==> src/rtl/fetch_stage.sv <==
// Instruction-fetch stage: PC, synchronous ROM drive, 1-entry skid buffer and IF/ID register.
// Optional FETCH_PERF_CNT_EN adds saturating fetch/flush counters.
module fetch_stage #(
  parameter int unsigned     PC_W     = 10,
  parameter int unsigned     INSN_W   = 16,
  parameter logic [PC_W-1:0] RESET_PC = '0
) (
  input  logic              Clock,
  input  logic              Reset,
  input  logic              iStall,
  input  logic              iBranchTaken,
  input  logic [PC_W-1:0]   iBranchTarget,
  output logic [PC_W-1:0]   oIMemAddr,
  output logic              oIMemRead,
  input  logic [INSN_W-1:0] iIMemData,
  output logic [PC_W-1:0]   oPCPlus1,
  output logic [INSN_W-1:0] oInstr,
  output logic [PC_W-1:0]   oInstrPC,
  output logic              oInstrValid,
  output logic [1:0]        oState
`ifdef FETCH_PERF_CNT_EN
  ,
  output logic [15:0]       oFetchCount,
  output logic [15:0]       oFlushCount
`endif
);

  typedef enum logic [1:0] {
    StBoot = 2'd0,
    StRun  = 2'd1,
    StHold = 2'd2
  } state_e;

  state_e              state;
  logic [PC_W-1:0]     pc;
  logic                in_flight;
  logic [PC_W-1:0]     in_flight_pc;
  logic                skid_valid;
  logic [INSN_W-1:0]   skid_instr;
  logic [PC_W-1:0]     skid_pc;
  logic [INSN_W-1:0]   instr;
  logic [PC_W-1:0]     instr_pc;
  logic                instr_valid;
  logic                run;

  // A read issues only in a plain run cycle: no reset, branch, boot or stall.
  assign run         = !Reset && !iBranchTaken && (state != StBoot) && !iStall;
  assign oIMemRead   = run;
  assign oIMemAddr   = pc;
  assign oPCPlus1    = pc + PC_W'(1);
  assign oInstr      = instr;
  assign oInstrPC    = instr_pc;
  assign oInstrValid = instr_valid;
  assign oState      = state;

  always_ff @(posedge Clock) begin
    if (Reset) begin
      state        <= StBoot;
      pc           <= RESET_PC;
      in_flight    <= 1'b0;
      in_flight_pc <= '0;
      skid_valid   <= 1'b0;
      skid_instr   <= '0;
      skid_pc      <= '0;
      instr        <= '0;
      instr_pc     <= '0;
      instr_valid  <= 1'b0;
    end else if (iBranchTaken) begin
      pc          <= iBranchTarget;
      in_flight   <= 1'b0;
      skid_valid  <= 1'b0;
      instr_valid <= 1'b0;
      state       <= StRun;
    end else if (state == StBoot) begin
      state <= StRun;
    end else if (iStall) begin
      // Park the word returning this cycle; no new read issues while stalled.
      if (in_flight) begin
        skid_valid <= 1'b1;
        skid_instr <= iIMemData;
        skid_pc    <= in_flight_pc;
      end
      in_flight <= 1'b0;
      state     <= StHold;
    end else begin
      pc           <= oPCPlus1;
      in_flight    <= 1'b1;
      in_flight_pc <= pc;
      state        <= StRun;
      if (skid_valid) begin
        instr       <= skid_instr;
        instr_pc    <= skid_pc;
        instr_valid <= 1'b1;
        skid_valid  <= 1'b0;
      end else if (in_flight) begin
        instr       <= iIMemData;
        instr_pc    <= in_flight_pc;
        instr_valid <= 1'b1;
      end else begin
        instr_valid <= 1'b0;
      end
    end
  end

`ifdef FETCH_PERF_CNT_EN
  always_ff @(posedge Clock) begin
    if (Reset) begin
      oFetchCount <= '0;
      oFlushCount <= '0;
    end else begin
      if (run && (oFetchCount != 16'hFFFF)) oFetchCount <= oFetchCount + 16'd1;
      if (iBranchTaken && (instr_valid || in_flight) && (oFlushCount != 16'hFFFF)) begin
        oFlushCount <= oFlushCount + 16'd1;
      end
    end
  end
`endif

`ifndef SYNTHESIS
  // Stalls never issue reads, so the skid and an in-flight read cannot meet in a run cycle.
  skid_excl_a : assert property (@(posedge Clock) disable iff (Reset)
                                 run |-> !(skid_valid && in_flight));
`endif

endmodule

==> config.mk <==
export PLATFORM = sky130hd
export DESIGN_NAME = fetch_stage
export DESIGN_NICKNAME = d
export VERILOG_FILES = /design/src/rtl/fetch_stage.sv
export SDC_FILE = /design/constraint.sdc
export NUM_CORES = 1
export LEC_CHECK = 0
export BUFFER_PORTS_ARGS = -buffer_cell sky130_fd_sc_hd__buf_2
export CORE_MARGIN = 10
export CORE_UTILIZATION = 53
export DETAILED_ROUTE_END_ITERATION = 8
export PLACE_DENSITY = 0.79
export SLEW_MARGIN = 20
export SYNTH_ARGS = -nofsm -noshare
export SYNTH_HDL_FRONTEND = slang
export SYNTH_SLANG_ARGS = --single-unit
==> constraint.sdc <==
create_clock -name Clock -period 1.6 [get_ports Clock]
set_input_delay 0.32 -clock Clock [delete_from_list [all_inputs] [get_ports Clock]]
set_output_delay 0.32 -clock Clock [all_outputs]
set_load 0.03 [all_outputs]
==> Yosys cells after proc, flatten, opt, wreduce, memory -nomap -nowiden <==
Index checks and enable logic that the tools add are counted.
{ "totals": {"regBits": 77} }
{ "op_classes": {"muxes": 15, "addsub": 1, "n_reduce_logical": 17, "eq_ne": 3, "bitwise": 3} }
{ "op_table": {"columns": ["cell", "n"], "rows": [
  ["10-bit two-way mux", 5],
  ["16-bit two-way mux", 2],
  ["10-bit by 1-bit adder with 10-bit output, second input constant", 1],
  ["4-bit AND reduction", 2],
  ["1-bit two-way mux", 7],
  ["2-bit AND reduction", 3],
  ["2-bit by 1-bit != test with 1-bit output, second input constant", 2],
  ["2-bit nonzero test", 2],
  ["1-bit logical AND", 3],
  ["1-bit zero test", 3],
  ["1-bit inverter", 3],
  ["3-bit AND reduction", 1],
  ["3-bit OR reduction", 1],
  ["2-bit zero test", 1],
  ["2-bit two-way mux", 1],
  ["2-bit != test, second input constant", 1],
  ["2-bit OR reduction", 1]
]} }

==> Depth between registers and ports, before layout <==
Gate-level depths: netlist of the first run.
{ "logic_depth": {"depth_word": 4, "ltp_mapped": 6, "mapped_depth_nobuf": 5} }

==> Least setup slack after synthesis of the first run <==
OpenSTA, ideal clock, no wires.
{ "synth_path": {"kind": "register -> output", "from": "reg pc[1] (netlist: oIMemAddr[1])", "to": "out oPCPlus1[6]", "arrival_time_ns": 1.693, "path_slack_ns": -0.413, "stages_incl_launch_ff": 5, "path_cell_list": "dfxtp_1 > ha_1 > nand3_1 > nor2_1 > xor2_1"} }
{ "synth_between": {"elab_chain_cells": 1} }
{ "synth_lines": {"columns": ["item", "line", "source"], "rows": [
  ["from (decl)", "35", "logic [PC_W-1:0] pc;"],
  ["from (signal assigned)", "69", "pc <= iBranchTarget;"],
  ["from (signal assigned)", "86", "pc <= oPCPlus1;"],
  ["10-bit by 1-bit adder with 10-bit output", "50", "assign oPCPlus1 = pc + PC_W'(1);"],
  ["to (decl)", "16", "output logic [PC_W-1:0] oPCPlus1,"]
]} }
No other way between the ends.

==> Final worst setup path of the first run <==
{ "layout_path": {"from": "reg pc[1] (netlist: oIMemAddr[1])", "to": "out oPCPlus1[5]"} }
The elaborated chain is that of the path after synthesis.

==> out/results.tsv, run 1 <==
stage	metric	value	unit
detailed_routing	wl_per_cell	15.5	um
worst_setup_path	endpoint_kind	output port	
worst_setup_path	critPathKind	reg2out	
worst_setup_path	critical_path.slowest_cell	dfxtp_4	
grt	grt_pass1_vias	2739	
clock_tree	cts_tree	yes	
worst_setup_path	cpPeakStageDelay	0.39	ns
worst_setup_path	start_kind	flop	
status	violations	negative setup slack	
die	fp.dieArea	0.0101	mm^2
yosys	async_flop_share	0	%
detailed_routing	drc_errors	0	
timing	setup_viol	7	
timing	fin_crit_sh	117	%
timing	hold_slack	0.226	ns
yosys	synthAdderAreaFrac	0.364	%
clock_tree	hold_buffers	0	
die	ios	80	
placed_design	dp_worst_setup_slack	-0.00112	ns
yosys	yosys_warnings	0	
placed_design	portBuffers	79	
detailed_routing	drt_iter0_drc	144	
grt	grt_antenna_before_repair	0	
detailed_routing	ant_nets	0	
worst_setup_path	cp.required	1.28	ns
placed_design	dp.final_hpwl	5.29	mm
layout	fin_util	70.3	%
die	initial_core_util	54.5	%
placed_design	dp_cells	489	
worst_setup_path	reg2reg_depth	5	
yosys	synth_compound_gate_area_share	13.6	%
placed_design	gp_congestion	0.929	
yosys	avgSynthCellArea	9.97	um^2
power	leakagePower	1.89	nW
yosys	netlist_instances	345	
die	coreArea	0.00631	mm^2
yosys	yosys.area_share.simple	14.9	%
yosys	ys_seq_area_share	44.8	%
layout	layout-drive-gt1-share	39.7	%
timing	relSlewSlack	67.5	%
min_path	min-delay-path-class	in2reg	
detailed_routing	wl	7.97	mm
yosys	ys_ff_latch	77	
layout	n_antenna_cell	0	
layout	area_delta_synth_final	28.9	%
clock_tree	numClockSinks	77	
yosys	yosys.area_share.xor_xnor	2.55	%
die	std_cell_rows	29	
layout	layoutNonFillerInstCount	513	
yosys	ys.flop_type	dfxtp_1	
die	die_w	101	um
clock_tree	clk_path_buf_depth	2	
worst_setup_path	worstPathMaxFanout	4	
timing	hold_viol_final	0	
die	die_h	101	um
timing	rsz0062_at_grt	yes	
power	vdd_drop_max	0.549	mV
clock_tree	root_buffer	clkbuf_8	
clock_tree	clock_latency	0.34	ns
worst_setup_path	crit_path_cell_trace	buf_4, nand3_1, or3_1, nand2_2, buf_6	
yosys	synth_top_family_by_area	multiplexers	
flow_run	maxCapViolations	0	
clock_tree	h-tree-depth	3	
yosys	ys_types	37	
layout	nets	462	
clock_tree	path_clk_slew	0.08	ns
min_path	whs_path_depth	3	
yosys	synth_area	0.00344	mm^2
timing	worst_pin_slew	0.488	ns
status	outcome	complete, but fails checks	
grt	grt_overflow	0	
timing	fin_ws	-0.277	ns
timing	fmax	533	MHz
timing	setup_tns	-1.49	ns
detailed_routing	firstDrtPassIters	4	
worst_setup_path	arrival	1.56	ns
timing	worst_clock_skew	0.00611	ns
timing	slew_viol_final	0	
grt	grt_first_pass_wirelength	13.2	mm
clock_tree	numCtsBuffers	9	
yosys	syn_nets	376	
yosys	synth-edff-count	0	
grt	grt_usage	16.0	%
detailed_routing	vias	2746	
yosys	synthMuxAreaShare	18.0	%
grt	grt_max_degree	79	
power	powerDensity	945	mW/mm^2
detailed_routing	post_drt_via_cell_ratio	5.35	
timing	period_minus_slack	1.88	ns
==> final cells by class <==
class,instances,area [um^2]
well taps,77,96.3
clock buffers,11,131
multi-input cells,235,1830
clock inverters,5,98.8
fillers,486,1880
inverters,4,15.0
repair buffers,104,692
flip-flops and latches,77,1570
==> registers in the layout, summed over array words and instances, names as in the netlist <==
register,cells
oInstr,16
skid_instr,16
in_flight_pc,10
oIMemAddr,10
oInstrPC,10
skid_pc,10
oState,2
in_flight,1
oInstrValid,1
skid_valid,1
==> synthesized netlist by cell type, drive strengths merged (2+ instances only) <==
cell type  instances  area, um^2
nand4              2        12.5
or2                3        18.8
buf               18         140
nor2              74         278
nor3               5        35.0
nand2              9        33.8
mux2i             62         621
a21oi              3        15.0
xnor2              7        61.3
inv                3        11.3
a31oi              4        25.0
dfxtp             77        1540
o21ai              6        30.0
clkbuf            11        42.5
a311oi             3        26.3
a211oi            30         340
nand3              7        40.0
nor4               4        40.0
or3                3        18.8
and3               2        12.5
xor2               3        26.3
==> logic make-up (layout without fill, tap and decap cells) <==
group           after synthesis  in the layout
mux                          62             62
simple gates                112            112
flops                        77             77
buf+inv                      33            124
compound gates               50             50
xor+xnor                     10             10
fa+ha+maj                     1              1
==> metrics by stage <==
stage | power (W) | area, um^2
2_1_floorplan | 0.00234 | 3540
3_3_place_gp | 0.00248 | 4020
3_5_place_dp | 0.00249 | 4020
4_1_cts | 0.00422 | 4390
5_1_grt | 0.00437 | 4440
6_report | 0.00419 | 4440
==> power by group <==
| part | total, W | leakage, nW | internal, W | switching [W] |
|---|---|---|---|---|
| Sequential | 0.00200 | 0.629 | 0.00195 | 0.0000466 |
| Clock | 0.00170 | 0.115 | 0.00103 | 0.000666 |
| Combinational | 0.000500 | 1.14 | 0.000201 | 0.000298 |
==> timing repair <==
item,in CTS,in global routing
setup endpoints to repair,9,10
pin swaps,5,4
gates resized for setup,29,6
setup buffers,5,4
hold endpoints to repair,0,0
==> layer usage <==
metal / GRT usage (%) / routed length [um] / up-vias
met5: 0 / 0 / -
met4: 7.07 / 109 / 0
met3: 5.56 / 613 / 11
met2: 24.8 / 3690 / 75
met1: 19.5 / 3560 / 1285
li1: - / - / 1375
==> worst max-delay path: cells and delay by family, from the launching register on <==
family	cells	cell delay, ns
DFF	1	0.39
buffers and inverters	2	0.26
and+or+nand+nor	3	0.58
==> final timing paths <==
kind	from	end	slack, ns
min	iBranchTarget[9]	oIMemAddr[9]$_SDFFE_PP0P_	0.23
max reg2reg	oState[1]$_SDFF_PP0_	oInstr[15]$_SDFFE_PP0P_	0.13
min reg2reg	skid_instr[2]$_SDFFE_PP0P_	skid_instr[2]$_SDFFE_PP0P_	0.50
max	oIMemAddr[1]$_SDFFE_PP0P_	oPCPlus1[5]	-0.28
==> layout by cell type, fill, tap and decap left out, types with 3 or more instances in the layout <==
cell type / instances
a31oi_1: 4
bufinv_16: 3
or3_1: 3
a211oi_1: 7
xnor2_1: 6
nand2_1: 8
nand3_1: 3
nor2_1: 72
dfxtp_2: 6
buf_12: 4
inv_1: 3
o21ai_0: 6
dfxtp_4: 6
dfxtp_1: 65
buf_6: 9
a21oi_1: 3
clkbuf_8: 9
mux2i_1: 62
buf_2: 69
buf_4: 22
a211oi_2: 23
a311oi_1: 3
Power figures use the tool's default switching activity.
==> run 2: changes to the inputs <==
--- a/config.mk
+++ b/config.mk
@@ -7,9 +7,9 @@
 export LEC_CHECK = 0
 export BUFFER_PORTS_ARGS = -buffer_cell sky130_fd_sc_hd__buf_2
 export CORE_MARGIN = 10
-export CORE_UTILIZATION = 53
+export CORE_UTILIZATION = 48
 export DETAILED_ROUTE_END_ITERATION = 8
-export PLACE_DENSITY = 0.79
+export PLACE_DENSITY = 0.75
 export SLEW_MARGIN = 20
 export SYNTH_ARGS = -nofsm -noshare
 export SYNTH_HDL_FRONTEND = slang
==> constraint.sdc (replaced) <==
create_clock -name Clock -period 1.63 [get_ports Clock]
set_input_delay 0.326 -clock Clock [delete_from_list [all_inputs] [get_ports Clock]]
set_output_delay 0.326 -clock Clock [all_outputs]
set_load 0.03 [all_outputs]
==> run 2 against run 1 <==
Routed wire length is 2.4% higher. Cell count is 3.7% higher. Cell area fell by 0.87%. Register-to-register slack got worse by 0.04 ns. The flow still finishes with violations (negative setup slack). Clock-buffer cell count increased by 1. Clock skew is 0.0032 ns higher. Largest cell class unchanged. Power is 13% lower. Critical path type unchanged.
==> out/results.tsv, run 2 (synthesized netlist as in run 1, its figures left out) <==
stage	metric	value	unit	change
status	outcome	complete, but fails checks		
status	violations	negative setup slack		
detailed_routing	wl	8.17	mm	+2.4%
clock_tree	numClockSinks	77		unchanged
clock_tree	clk_path_buf_depth	2		unchanged
clock_tree	path_clk_slew	0.08	ns	about the same
worst_setup_path	start_kind	flop		
layout	area_delta_synth_final	27.8	%	
worst_setup_path	critPathKind	reg2out		
layout	num-fill-cells	576		+19%
die	die_w	105	um	+4.1%
timing	setup_viol	8		+1
placed_design	gp_congestion	0.880		-5.2%
detailed_routing	wl_met2	3.62	mm	-2.1%
timing	fmax	538	MHz	
grt	grt_pass1_vias	2738		-0.037%
power	powerDensity	828	mW/mm^2	-12%
grt	grt_antenna_before_repair	0		unchanged
clock_tree	root_buffer	clkbuf_8		
detailed_routing	ant_nets	0		unchanged
worst_setup_path	cpPeakStageDelay	0.37	ns	-0.02 ns
timing	worst_clock_skew	0.00927	ns	+0.00316 ns
grt	grt_first_pass_wirelength	13.3	mm	+0.99%
timing	hold_slack	0.225	ns	-0.000327 ns
timing	fin_ws	-0.230	ns	+0.0468 ns
timing	slew_viol_final	0		unchanged
die	coreArea	0.00687	mm^2	+8.8%
power	leakagePower	1.85	nW	-2.0%
timing	rsz0062_at_grt	yes		
die	fp.dieArea	0.0110	mm^2	+8.3%
grt	grt_overflow	0		unchanged
timing	relSlewSlack	68.4	%	+0.94 points
detailed_routing	wl_met1	3.90	mm	+9.6%
die	initial_core_util	50.1	%	-4.4 points
worst_setup_path	worstPathMaxFanout	4		unchanged
timing	fin_crit_sh	114	%	
die	std_cell_rows	30		+3.4%
layout	layout.cells.most_common	nor2_1		
worst_setup_path	cp.required	1.30	ns	+0.02 ns
power	vdd_drop_max	0.491	mV	-11%
worst_setup_path	arrival	1.53	ns	-0.03 ns
clock_tree	h-tree-depth	3		unchanged
detailed_routing	highest_layer	met4		
detailed_routing	post_drt_via_cell_ratio	5.24		-2.1%
detailed_routing	drt_iter0_drc	83		-42%
grt	grt_usage	14.6	%	-1.4 points
worst_setup_path	endpoint_kind	output port		
layout	n_antenna_cell	0		unchanged
detailed_routing	vias	2789		+1.6%
die	die_h	105	um	+4.1%
layout	most-common-layout-cells	nor2_1 (72), buf_2 (70), dfxtp_1 (66), mux2i_1 (62), a211oi_2 (23)		
detailed_routing	wl_per_cell	15.3	um	-1.2%
clock_tree	numCtsBuffers	9		unchanged
worst_setup_path	critical_path.slowest_cell	dfxtp_4		
worst_setup_path	crit_path_cell_trace	ha_4, nand4_1, o21a_1, or2_4, buf_6		
die	ios	80		unchanged
placed_design	portBuffers	79		unchanged
timing	hold_viol_final	0		unchanged
layout	nets	463		+0.22%
detailed_routing	met3_wirelength	541	um	-12%
placed_design	dp_worst_setup_slack	0.0453	ns	+0.0464 ns
detailed_routing	firstDrtPassIters	4		unchanged
timing	worst_pin_slew	0.474	ns	-0.0141 ns
clock_tree	clock_latency	0.34	ns	about the same
detailed_routing	drc_errors	0		unchanged
min_path	min-delay-path-class	in2reg		
placed_design	dp.final_hpwl	5.41	mm	+2.5%
timing	period_minus_slack	1.86	ns	
flow_run	maxCapViolations	0		unchanged
layout	layout-drive-gt1-share	39.9	%	+0.23 points
clock_tree	cts_tree	yes		
grt	grt_max_degree	54		-32%
## run 2: cell types whose count changed in the layout (fill, tap and decap cells not counted), sizes merged
cell and change:
bufinv -3, buf +1, clkinv +1, clkbuf +1
## run 2: area by class of cell
class | instances | area, um^2 | share of cell area, %
repair buffers | 105 | 706 | 16.0
inverters | 4 | 15.0 | 0.341
well taps | 96 | 120 | 2.73
clock buffers | 12 | 135 | 3.07
flip-flops and latches | 77 | 1570 | 35.8
multi-input cells | 235 | 1830 | 41.7
clock inverters | 3 | 15.0 | 0.341
## run 2: worst max-delay path, delay by kind of cell, from the launching register on
family | cells | cell delay, ns
AOI/OAI and AO/OA | 1 | 0.20
buffers and inverters | 1 | 0.14
DFF | 1 | 0.37
adders and majority gates | 1 | 0.14
and+or+nand+nor | 2 | 0.34
## run 2: metal layers
layer	track usage, %	up-vias
li1	-	1388
met5	0	-
met2	22.2	73
met4	5.88	0
met3	5.28	12
met1	18.3	1316
## run 2: worst paths after layout
path                                                  start  cells past startpoint  slack [ns]                          end
worst min-delay path                       iBranchTarget[9]                      3        0.23    oIMemAddr[9]$_SDFFE_PP0P_
worst max-delay path              oIMemAddr[0]$_SDFFE_PP0P_                      5       -0.23                  oPCPlus1[8]
worst max register to register    oIMemAddr[0]$_SDFFE_PP0P_                      6        0.09    oIMemAddr[4]$_SDFFE_PP0P_
worst min register to register  skid_instr[13]$_SDFFE_PP0P_                      2        0.50  skid_instr[13]$_SDFFE_PP0P_
## run 2: where the power goes
part	switching, W	internal (W)	total (W)
Sequential	0.0000420	0.00191	0.00195
Clock	0.000649	0.000539	0.00119
Combinational	0.000299	0.000201	0.000501
Total	0.000990	0.00265	0.00364
## run 2: stage by stage
step | setup TNS [ns] | instances | utilization (%) | total power (W) | instance area (um^2)
2_1_floorplan | -0.0935 | 345 | - | 0.00228 | 3490
3_3_place_gp | 0 | 508 | 58.4 | 0.00243 | 4010
3_5_place_dp | 0 | 508 | 58.4 | 0.00244 | 4010
4_1_cts | -1.34 | 528 | 62.8 | 0.00365 | 4320
5_1_grt | -1.98 | 532 | 64.0 | 0.00380 | 4400
6_report | -1.35 | 532 | 64.0 | 0.00364 | 4400
## run 2: what timing repair did
item,in CTS,in global routing
endpoints found under the setup margin,9,10
gates resized for setup,30,13
pin swaps,3,6
buffers inserted,5,5
hold buffers,0,0
==> run 3: changes to the inputs <==
--- a/config.mk
+++ b/config.mk
@@ -10,6 +10,7 @@
 export CORE_UTILIZATION = 48
 export DETAILED_ROUTE_END_ITERATION = 8
 export PLACE_DENSITY = 0.75
+export RECOVER_POWER = 50
 export SLEW_MARGIN = 20
 export SYNTH_ARGS = -nofsm -noshare
 export SYNTH_HDL_FRONTEND = slang
==> run 3 against run 2 <==
The flow still finishes with violations (negative setup slack). Maximum frequency is essentially flat. Non-clock buffer count stayed put. Global-route usage is the same. Hold slack worse by 0.00061 ns. Via count is 0.65% higher. Combinational power decreased by 2%. Critical endpoint unchanged. Utilization shrank 0.91 points. Sequential power hardly changed. Largest power group unchanged. Highest routed layer unchanged. Register-to-register slack worse by 0.03 ns. Cell area is 1.4% lower.
==> out/results.tsv, run 3 (synthesized netlist as in run 1, its figures left out) <==
stage	metric	value	unit	change
timing	worst_pin_slew	0.650	ns	+0.176 ns
worst_setup_path	worstPathMaxFanout	4		unchanged
flow_run	maxCapViolations	0		unchanged
grt	grt_max_degree	54		unchanged
timing	fin_ws	-0.230	ns	-0.000608 ns
layout	most-common-layout-cells	nor2_1 (73), dfxtp_1 (67), mux2i_1 (62), buf_2 (41), clkbuf_1 (32)		
layout	nets	463		unchanged
grt	grt_first_pass_wirelength	13.3	mm	unchanged
layout	area_delta_synth_final	26.0	%	
placed_design	dp_cells	508		unchanged
die	fp.dieArea	0.0110	mm^2	unchanged
clock_tree	clock_latency	0.34	ns	about the same
power	power_switching	0.000990	W	about the same
timing	hold_slack	0.225	ns	-0.000609 ns
layout	fin_area	0.00434	mm^2	-1.4%
detailed_routing	post_drt_via_cell_ratio	5.28		+0.65%
power	power	0.00364	W	-0.17%
timing	hold_viol_final	0		unchanged
power	comb_power_share	13.5	%	-0.2 points
detailed_routing	wl_per_cell	15.5	um	+0.71%
clock_tree	path_clk_slew	0.08	ns	about the same
timing	fin_crit_sh	114	%	about the same
power	power.share.clock	32.7	%	about the same
layout	layout.cells.most_common	nor2_1		
worst_setup_path	worst-path-buf-inv	1		unchanged
worst_setup_path	critPathKind	reg2out		
worst_setup_path	cp.required	1.30	ns	about the same
worst_setup_path	critPathTopFamily	flip-flops		
power	power_frac_seq	53.8	%	about the same
die	coreArea	0.00687	mm^2	unchanged
grt	grt_usage	14.6	%	unchanged
placed_design	place_area	0.00401	mm^2	unchanged
worst_setup_path	start_kind	flop		
detailed_routing	drc_errors	0		unchanged
die	initial_core_util	50.1	%	unchanged
clock_tree	hold_buffers	0		unchanged
detailed_routing	ant_nets	0		unchanged
grt	grt_pass1_vias	2738		unchanged
timing	fmax	538	MHz	about the same
status	violations	negative setup slack		
layout	layout-drive-gt1-share	32.6	%	-7.3 points
layout	multi_input_area	0.00182	mm^2	-0.55%
grt	grt_overflow	0		unchanged
placed_design	portBuffers	79		unchanged
timing	setup_viol	9		+1
grt	grt_antenna_before_repair	0		unchanged
timing	slew_viol_final	0		unchanged
timing	period_minus_slack	1.86	ns	+0.000608 ns
clock_tree	cts_tree	yes		
placed_design	dp.final_hpwl	5.41	mm	unchanged
clock_tree	clk_path_buf_depth	2		unchanged
die	die_h	105	um	unchanged
power	p_sw_share	27.2	%	+0.065 points
clock_tree	root_buffer	clkbuf_8		
min_path	min-delay-path-class	in2reg		
clock_tree	h-tree-depth	3		unchanged
worst_setup_path	critical_path.slowest_cell	dfxtp_4		
power	vdd_drop_max	0.490	mV	-0.14%
timing	relSlewSlack	56.5	%	-12 points
detailed_routing	firstDrtPassIters	4		unchanged
clock_tree	numClockSinks	77		unchanged
layout	num-fill-cells	596		+3.5%
die	die_w	105	um	unchanged
timing	worst_clock_skew	0.00840	ns	-0.000871 ns
power	leakagePower	1.71	nW	-7.3%
layout	n_antenna_cell	0		unchanged
status	outcome	complete, but fails checks		
power	powerDensity	839	mW/mm^2	+1.3%
detailed_routing	drt_iter0_drc	82		-1.2%
clock_tree	numCtsBuffers	9		unchanged
timing	setup_tns	-1.51	ns	-0.159 ns
die	std_cell_rows	30		unchanged
worst_setup_path	cpPeakStageDelay	0.37	ns	about the same
placed_design	gp_congestion	0.880		unchanged
worst_setup_path	arrival	1.53	ns	about the same
die	ios	80		unchanged
worst_setup_path	endpoint_kind	output port		
power	intPower	0.00265	W	-0.26%
timing	rsz0062_at_grt	yes		
layout	layoutNonFillerInstCount	532		unchanged
layout	seq_area	0.00157	mm^2	-0.24%
detailed_routing	vias	2807		+0.65%
worst_setup_path	crit_path_cell_trace	ha_4, nand4_1, o21a_1, or2_4, buf_6		
detailed_routing	wl	8.22	mm	+0.71%
[run 3: changes by cell type in the layout (fill, tap and decap cells not counted), sizes merged]
| cell | previous run | this run |
|---|---|---|
| clkbuf | 12 | 42 |
| buf | 105 | 75 |
[run 3: through the flow]
step,setup slack (ns),utilization [%]
after floorplan,-0.0604,-
after global placement,0.0617,58.4
after detailed placement,0.0453,58.4
after CTS,-0.237,62.8
after global routing,-0.316,63.1
final,-0.230,63.1
[run 3: final timing paths]
kind	to	slack, ns	start	cells after the start
setup / recovery	oPCPlus1[8]	-0.23	oIMemAddr[0]$_SDFFE_PP0P_	5
hold / removal	oIMemAddr[9]$_SDFFE_PP0P_	0.22	iBranchTarget[9]	3
hold reg to reg	skid_instr[13]$_SDFFE_PP0P_	0.50	skid_instr[13]$_SDFFE_PP0P_	2
setup reg to reg	oInstrPC[7]$_SDFFE_PP0P_	0.06	oState[1]$_SDFF_PP0_	5
[run 3: tightest hold or removal path, delay by kind of cell]
kind / cells / cell delay, ns
buf+inv: 1 / 0.08
simple gates: 1 / 0.06
compound gates: 1 / 0.06
[run 3: per-layer routing]
layer	track usage [%]	share of wire (%)	up-vias
met3	5.28	6.3	12
met5	0	0	-
met2	22.2	44	77
met4	5.88	1.4	0
met1	18.3	48	1331
li1	-	-	1387
[run 3: area by class of cell]
type	count	share of cell area (%)
Clock buffer	12	3.12
Clock inverter	3	0.346
Inverter	4	0.346
Multi-Input combinational cell	235	42.1
Sequential cell	77	36.2
Tap cell	96	2.77
Timing Repair Buffer	105	15.2
[run 3: repair_timing]
item	CTS	global route
endpoints found under the hold margin	0	0
resized for setup	30	13
setup endpoints to repair	9	10
pin swaps	3	6
setup buffers	5	5
[run 3: power groups by stage]
| stage | combinational (W) | clock (W) | sequential [W] |
|---|---|---|---|
| finish | 0.000492 | 0.00119 | 0.00196 |
| global route | 0.000531 | 0.00130 | 0.00196 |
| CTS | 0.000479 | 0.00122 | 0.00196 |
| detailed placement | 0.000438 | 0 | 0.00200 |
| global placement | 0.000432 | 0 | 0.00200 |
| floorplan | 0.000242 | 0 | 0.00204 |
